File: src/rtl/clb_ff_bank_pkg.sv
// Shared constants for the CLB flip-flop bank: configuration chain bit map
// and chain-length helper.
package clb_ff_bank_pkg;

    localparam int CFG_EN_USE   = 0;
    localparam int CFG_SR_USE   = 1;
    localparam int CFG_SR_VAL   = 2;
    localparam int CFG_SHIFT    = 3;
    localparam int CFG_INIT_LSB = 4;

    // Four control bits followed by one init bit per flop.
    function automatic int cfg_bits(input int width);
        return width + 4;
    endfunction

endpackage

File: src/rtl/clb_ff_bank_if.sv
// Data-side bus of the flip-flop bank: LUT-facing inputs and registered outputs.
// WIDTH must match the WIDTH of the clb_ff_bank it is connected to.
interface clb_ff_bank_if #(
    parameter int WIDTH = 4
);
    logic [WIDTH-1:0] ff_D;
    logic [WIDTH-1:0] ff_en;
    logic             ff_sr;
    logic [WIDTH-1:0] ff_Q;

    modport master (output ff_D, ff_en, ff_sr, input ff_Q);
    modport slave  (input ff_D, ff_en, ff_sr, output ff_Q);
endinterface

File: src/rtl/clb_ff_bank_ccff.sv
// Configuration shift chain. Shifts toward the MSB while config_enable is high;
// reset only clears the chain when it coincides with config_enable.
module clb_ff_bank_ccff #(
    parameter int CFG_BITS = 8
) (
    input  logic                clk,
    input  logic                reset,
    input  logic                config_enable,
    input  logic                ccff_head,
    output logic                ccff_tail,
    output logic [CFG_BITS-1:0] cfg
);

    logic [CFG_BITS-1:0] cfg_d, cfg_q;

    always_comb begin
        cfg_d = cfg_q;
        if (config_enable)
            cfg_d = {cfg_q[CFG_BITS-2:0], ccff_head};
    end

    always_ff @(posedge clk) begin
        if (reset) begin
            if (config_enable)
                cfg_q <= '0;
        end else begin
            cfg_q <= cfg_d;
        end
    end

    assign cfg       = cfg_q;
    assign ccff_tail = cfg_q[CFG_BITS-1];

endmodule

File: src/rtl/clb_ff_bank.sv
// WIDTH-bit flip-flop bank with configurable clock-enable, local set/reset,
// shift-register mode and per-bit reset value, programmed via a serial chain.
module clb_ff_bank
    import clb_ff_bank_pkg::*;
#(
    parameter int WIDTH = 4
) (
    input  logic          clk,
    input  logic          reset,
    input  logic          set,
    input  logic          config_enable,
    input  logic          ccff_head,
    output logic          ccff_tail,
    clb_ff_bank_if.slave  bus
);

    localparam int CFG_BITS = cfg_bits(WIDTH);

    logic [CFG_BITS-1:0] cfg;
    logic                en_use, sr_use, sr_val, shift_mode;
    logic [WIDTH-1:0]    init;
    logic [WIDTH-1:0]    ff_q_d, ff_q_q;

    clb_ff_bank_ccff #(.CFG_BITS(CFG_BITS)) u_ccff (
        .clk           (clk),
        .reset         (reset),
        .config_enable (config_enable),
        .ccff_head     (ccff_head),
        .ccff_tail     (ccff_tail),
        .cfg           (cfg)
    );

    assign en_use     = cfg[CFG_EN_USE];
    assign sr_use     = cfg[CFG_SR_USE];
    assign sr_val     = cfg[CFG_SR_VAL];
    assign shift_mode = cfg[CFG_SHIFT];
    assign init       = cfg[CFG_INIT_LSB +: WIDTH];

    // Non-reset priority: config hold > set > local sr > data load.
    always_comb begin
        ff_q_d = ff_q_q;
        if (config_enable) begin
            ff_q_d = ff_q_q;
        end else if (set) begin
            ff_q_d = '1;
        end else if (sr_use && bus.ff_sr) begin
            ff_q_d = {WIDTH{sr_val}};
        end else if (!shift_mode) begin
            for (int i = 0; i < WIDTH; i++)
                if (!en_use || bus.ff_en[i])
                    ff_q_d[i] = bus.ff_D[i];
        end else if (!en_use || bus.ff_en[0]) begin
            ff_q_d = {ff_q_q[WIDTH-2:0], bus.ff_D[0]};
        end
    end

    // Reset loads init from the current cfg, or zero when the chain is being cleared.
    always_ff @(posedge clk) begin
        if (reset)
            ff_q_q <= config_enable ? '0 : init;
        else
            ff_q_q <= ff_q_d;
    end

    assign bus.ff_Q = ff_q_q;

endmodule
File: src/flat_wrapper.sv
// flat-port wrapper written by rule: the top's interface ports become plain ports
module clb_ff_bank_flat import clb_ff_bank_pkg::*;
#(
    parameter int WIDTH = 4
)
  (clk, reset, set, config_enable, ccff_head, ccff_tail, bus_ff_D, bus_ff_en, bus_ff_sr, bus_ff_Q);
  clb_ff_bank_if #(.WIDTH(WIDTH)) bus_i ();
  input  logic clk;
  input  logic reset;
  input  logic set;
  input  logic config_enable;
  input  logic ccff_head;
  output logic ccff_tail;
  input wire logic [$bits(bus_i.ff_D)-1:0] bus_ff_D;
  input wire logic [$bits(bus_i.ff_en)-1:0] bus_ff_en;
  input wire logic [$bits(bus_i.ff_sr)-1:0] bus_ff_sr;
  output wire logic [$bits(bus_i.ff_Q)-1:0] bus_ff_Q;
  assign bus_i.ff_D = bus_ff_D;
  assign bus_i.ff_en = bus_ff_en;
  assign bus_i.ff_sr = bus_ff_sr;
  assign bus_ff_Q = bus_i.ff_Q;
  clb_ff_bank #(.WIDTH(WIDTH)) u_core (.clk(clk), .reset(reset), .set(set), .config_enable(config_enable), .ccff_head(ccff_head), .ccff_tail(ccff_tail), .bus(bus_i));
endmodule
File: config.mk
export PLATFORM = sky130hd
export DESIGN_NAME = clb_ff_bank_flat
export DESIGN_NICKNAME = d
export VERILOG_FILES = /design/src/rtl/clb_ff_bank_pkg.sv /design/src/rtl/clb_ff_bank_if.sv /design/src/rtl/clb_ff_bank_ccff.sv /design/src/rtl/clb_ff_bank.sv /design/src/flat_wrapper.sv
export SDC_FILE = /design/constraint.sdc
export NUM_CORES = 1
export LEC_CHECK = 0
export CORE_MARGIN = 1
export CORE_UTILIZATION = 35
export DETAILED_ROUTE_END_ITERATION = 10
export GPL_TIMING_DRIVEN = 0
export HOLD_SLACK_MARGIN = 0.08
export RECOVER_POWER = 100
export SYNTH_ARGS = -nofsm -noshare
export SYNTH_HDL_FRONTEND = slang
export SYNTH_SLANG_ARGS = --single-unit
File: constraint.sdc
create_clock -name clk -period 1.6 [get_ports clk]
set_input_delay 0.4 -clock clk [delete_from_list [all_inputs] [get_ports clk]]
set_output_delay 0.4 -clock clk [all_outputs]
set_load 0.005 [all_outputs]
## Yosys cells after proc, flatten, opt, wreduce, memory -nomap -nowiden

Cells that the tools add are included.
Widths: inputs -> output; s select.

| word-level totals | value |
|---|---|
| logic and storage cells | 35 |
| input bits | 14 |
| register bits after elaboration | 12 |
| output and inout port bits | 5 |

| operators by class | value |
|---|---|
| multiplexer cells | 14 |
| equality and inequality tests | 2 |
| reduce and logical (&&, ||, !) cells | 14 |

Operator list:

| operator | number |
|---|---|
| $mux 4 | 7 |
| $mux 8 | 3 |
| $reduce_bool 5->1 | 3 |
| $reduce_and 3->1 | 3 |
| $ne 5x3->1 const B | 1 |
| $logic_or 1x1->1 | 4 |
| $mux 1 | 4 |
| $reduce_bool 4->1 | 1 |
| $ne 2x2->1 const B | 1 |
| $reduce_and 2->1 | 1 |
| $logic_and 1x1->1 | 1 |
| $logic_not 1->1 | 1 |

## Depth between registers and ports, before layout

| logic depth | value |
|---|---|
| depth in word-level cells | 8 |
| depth in mapped cells | 4 |
| depth with buffers taken out | 3 |

## Modules after synthesis

Synthesis repeated with hierarchy kept, for this count alone.

| unflattened totals | value |
|---|---|
| cell total of the unflattened synthesis | 50 |
| area, all modules | 599.3 um^2 |

Modules (own cells, without submodules):

| module | area an instance (um^2) | instances | seq. area each (um^2) | cells an instance |
|---|---|---|---|---|
| clb_ff_bank | 301.5 | 1 | 120.1 | 33 |
| clb_ff_bank_ccff | 297.8 | 1 | 240.2 | 17 |

## Worst setup path after synthesis

OpenSTA, ideal clock, no wires.

| timing | value |
|---|---|
| path type | register to register |
| start point | register u_core.u_ccff.cfg_q[3] (netlist: u_core.u_ccff.cfg[3]) |
| end point | register u_core.ff_q_q[1] (netlist: u_core.bus.ff_Q[1]) (data pin) |
| path slack | 0.389 ns |
| stages on the path, launching flop included | 5 |
| clock period less this slack | 1.211 ns |
| buffers on the path | 1 |
| library setup time | 0.261 ns |
| data required time | 1.339 ns |
| data arrival time | 0.950 ns |
| cell sequence | edfxtp_1 -> buf_6 -> mux2_4 -> a21oi_1 -> a21oi_1 |

| on the way | value |
|---|---|
| word-level cells in the longest chain between the ends | 5 |

Ends and longest elaborated chain:

| item | line | text |
|---|---|---|
| start, declared | clb_ff_bank_ccff.sv:14 | `logic [CFG_BITS-1:0] cfg_d, cfg_q;` |
| start signal, assigned | clb_ff_bank_ccff.sv:27 | `cfg_q <= cfg_d;` |
| $mux 4 | clb_ff_bank.sv:48 | `end else if (!shift_mode) begin` |
| $mux 4 | clb_ff_bank.sv:46 | `end else if (sr_use && bus.ff_sr) begin` |
| $mux 4 | clb_ff_bank.sv:44 | `end else if (set) begin` |
| $mux 4 | clb_ff_bank.sv:42 | `if (config_enable) begin` |
| $mux 4 | clb_ff_bank.sv:59 | `if (reset)` |
| end signal, assigned | clb_ff_bank.sv:60 | `ff_q_q <= config_enable ? '0 : init;` |
| end signal, assigned | clb_ff_bank.sv:62 | `ff_q_q <= ff_q_d;` |
| end, declared | clb_ff_bank.sv:22 | `logic [WIDTH-1:0] ff_q_d, ff_q_q;` |

No other way between the ends. The select of a mux whose other input is x is not followed.
A chain may end at the register's enable or synchronous reset.

## Final worst setup path

| timing | value |
|---|---|
| start point | register u_core.ff_q_q[0] (netlist: u_core.bus.ff_Q[0]) |
| end point | output bus_ff_Q[0] |

RTL lines:

| item | line | text |
|---|---|---|
| end, declared | flat_wrapper.sv:17 | `output wire logic [$bits(bus_i.ff_Q)-1:0] bus_ff_Q;` |

No word-level cell between the ends.

==> metrics <==
status finished, final reports clean; worst rel slew slack 66.3%; WL final 1.24 mm; M2 GR Usage 22.4%; largest net degree at the start of global routing 14; Critical Path RT 1.20 ns; Crit Path Class register to output port; Post-DP HPWL 853 um; Placed Area 851 sq um; multi-input logic area 259 sq um; Routability Congestion 0.752; Design Power 0.710 mW; max cap viols 0; Setup Skew 0.00138 ns; most frequent cells in the layout clkdlybuf4s50_1 (15), edfxtp_1 (12), a21oi_1 (11); Core Region 0.00173 sq mm; Post-CTS Setup Inserts 0; CP peak stage delay 0.51 ns; CTS tree built; most used routing layer in global routing met2; Period Utilization, post-route 97.8%; RSZ-0062 raised after global routing false; Boundary Pins 19; Worst-path clk slew 0.08 ns; FF/Latch Area 360 sq um; commonest non-fill, non-tap cell in the layout clkdlybuf4s50_1; fin crit period 1.56 ns; fill count 169; fmax 639 MHz; GRT met3 Usage 2.40%; Synth Cell Area 639 sq um; Design Area, Final 868 sq um; worst-path cell chain clkdlybuf4s50_1; Min Hold Slack 0.555 ns; Hold-fix buffers, CTS 0; Seq/Total Area, Yosys 56.4%; CP startpoint kind register; IO buf count 18; PD cells 818 mW/mm^2; crit end category output port; full die area 0.00200 sq mm; nets@finish 88; met1 Usage GRT 18.7%; diode count 0; first-pass iteration count of the detailed router 4; H-tree Lvls 1; Max clock buf depth 2; synth unique cells 15; CP max FO 2; Initial Util 37.0%; delay-heaviest family, CP buffers and inverters; final setup fails 0; CP max stage cell clkdlybuf4s50_1; DRC viols 0; post-synth net total 65; Lkg Pwr 0.315 nW; row cnt 15; Final ANT Viol Nets 0; Slew Viols, Final 0; fraction of layout cells with a size suffix above 1 16.4%; CTS root buffer clkbuf_4; Mean Syn Cell Area 12.5 sq um; HP Class primary input to register; worst path bufs/invs 1; initial antenna violation count 0; yosys warns 0; Area growth, synth to finish 35.8%; Initial DRC Count 4; global route total overflow 0; GRT Total Usage 14.7%; Die X 44.7 um; Worst-Skew Late Latency 0.27 ns; DR vias 473; routed vias/inst 4.83; WL/cell 12.6 um; Max VDD drop 414 uV; crit path DAT 1.16 ns; first-pass GRT wire length 2.00 mm; DIE HEIGHT 44.7 um; Final Hold Violating Endpoints 0; FF+latch count, synth 12; Slew @ Worst Pin 0.505 ns; # clock sinks 12; vias in the first global route 456; Inserted Clock Buffers 3; Synth Instances 51
[per-layer routing]
layer  vias to the layer above  part of all wire (%)
li1                        228                     -
met1                       228                    47
met2                        15                    47
met3                         2                   5.1
met4                         0                  0.81
met5                         -                     0
[cell type report]
cell class / instances / area share [%]
Clock buffer: 3 / 2.59
Buffer: 2 / 1.73
Inverter: 1 / 0.432
Sequential cell: 12 / 41.5
Timing Repair Buffer: 18 / 19.9
Clock inverter: 1 / 0.432
Multi-Input combinational cell: 36 / 29.8
Tap cell: 25 / 3.60
[through the flow]
| stage | TNS [ns] | worst slack (ns) | utilization [%] | cells |
|---|---|---|---|---|
| 4_1_cts | 0 | 0.0383 | 50.7 | 98 |
| 3_5_place_dp | -2.36 | -0.311 | 49.3 | 94 |
| 5_1_grt | 0 | 0.000105 | 50.3 | 98 |
| 3_3_place_gp | -2.16 | -0.299 | 49.3 | 94 |
| 2_1_floorplan | 0 | 0.389 | - | 51 |
| 6_report | 0 | 0.0355 | 50.3 | 98 |
[synthesized netlist by cell type (all sizes together)]
cell	instances	share of area [%]
buf	2	2.5
nor2	1	0.59
nand2b	7	8.0
and4	1	1.4
a21oi	11	8.6
nand2	2	1.2
nor2b	9	9.2
mux2	3	7.0
inv	1	0.59
edfxtp	12	56
a311o	1	3.1
a41oi	1	1.4
[flip-flops by register name, indices dropped and copies added, names as in the netlist]
signal,count
u_core.bus.ff_Q,4
u_core.u_ccff.cfg,8
[repair_timing]
| item | 4_1_cts | 5_1_grt |
|---|---|---|
| cloned | 0 | 0 |
| resized for setup | 1 | 1 |
| hold endpoints to repair | 0 | 0 |
| endpoints found under the setup margin | 2 | 2 |
[cells by family after synthesis]
logic type / count (synthesis) / synth area share (%)
AO/OA/AOI/OAI: 13 / 13.1
buffers and inverters: 3 / 3.13
flip-flops: 12 / 56.4
multiplexers: 3 / 7.04
AND/OR/NAND/NOR: 20 / 20.4
[report_power, final]
part | total [mW] | switching, mW | internal, mW
Combinational | 0.125 | 0.0465 | 0.0787
Sequential | 0.385 | 0.0114 | 0.373
Clock | 0.200 | 0.110 | 0.0903
[final timing paths]
kind,startpoint,end,slack [ns],depth (start not counted)
worst min-delay path,reset,u_core.u_ccff.cfg[7],0.55,2
worst min register to register,u_core.u_ccff.cfg[6],u_core.u_ccff.cfg[7],0.58,1
worst max-delay path,u_core.bus.ff_Q[0],bus_ff_Q[0],0.04,1
worst max register to register,u_core.u_ccff.cfg[3],u_core.bus.ff_Q[3],0.31,4
No activity file was read; power rests on OpenSTA's default activity.
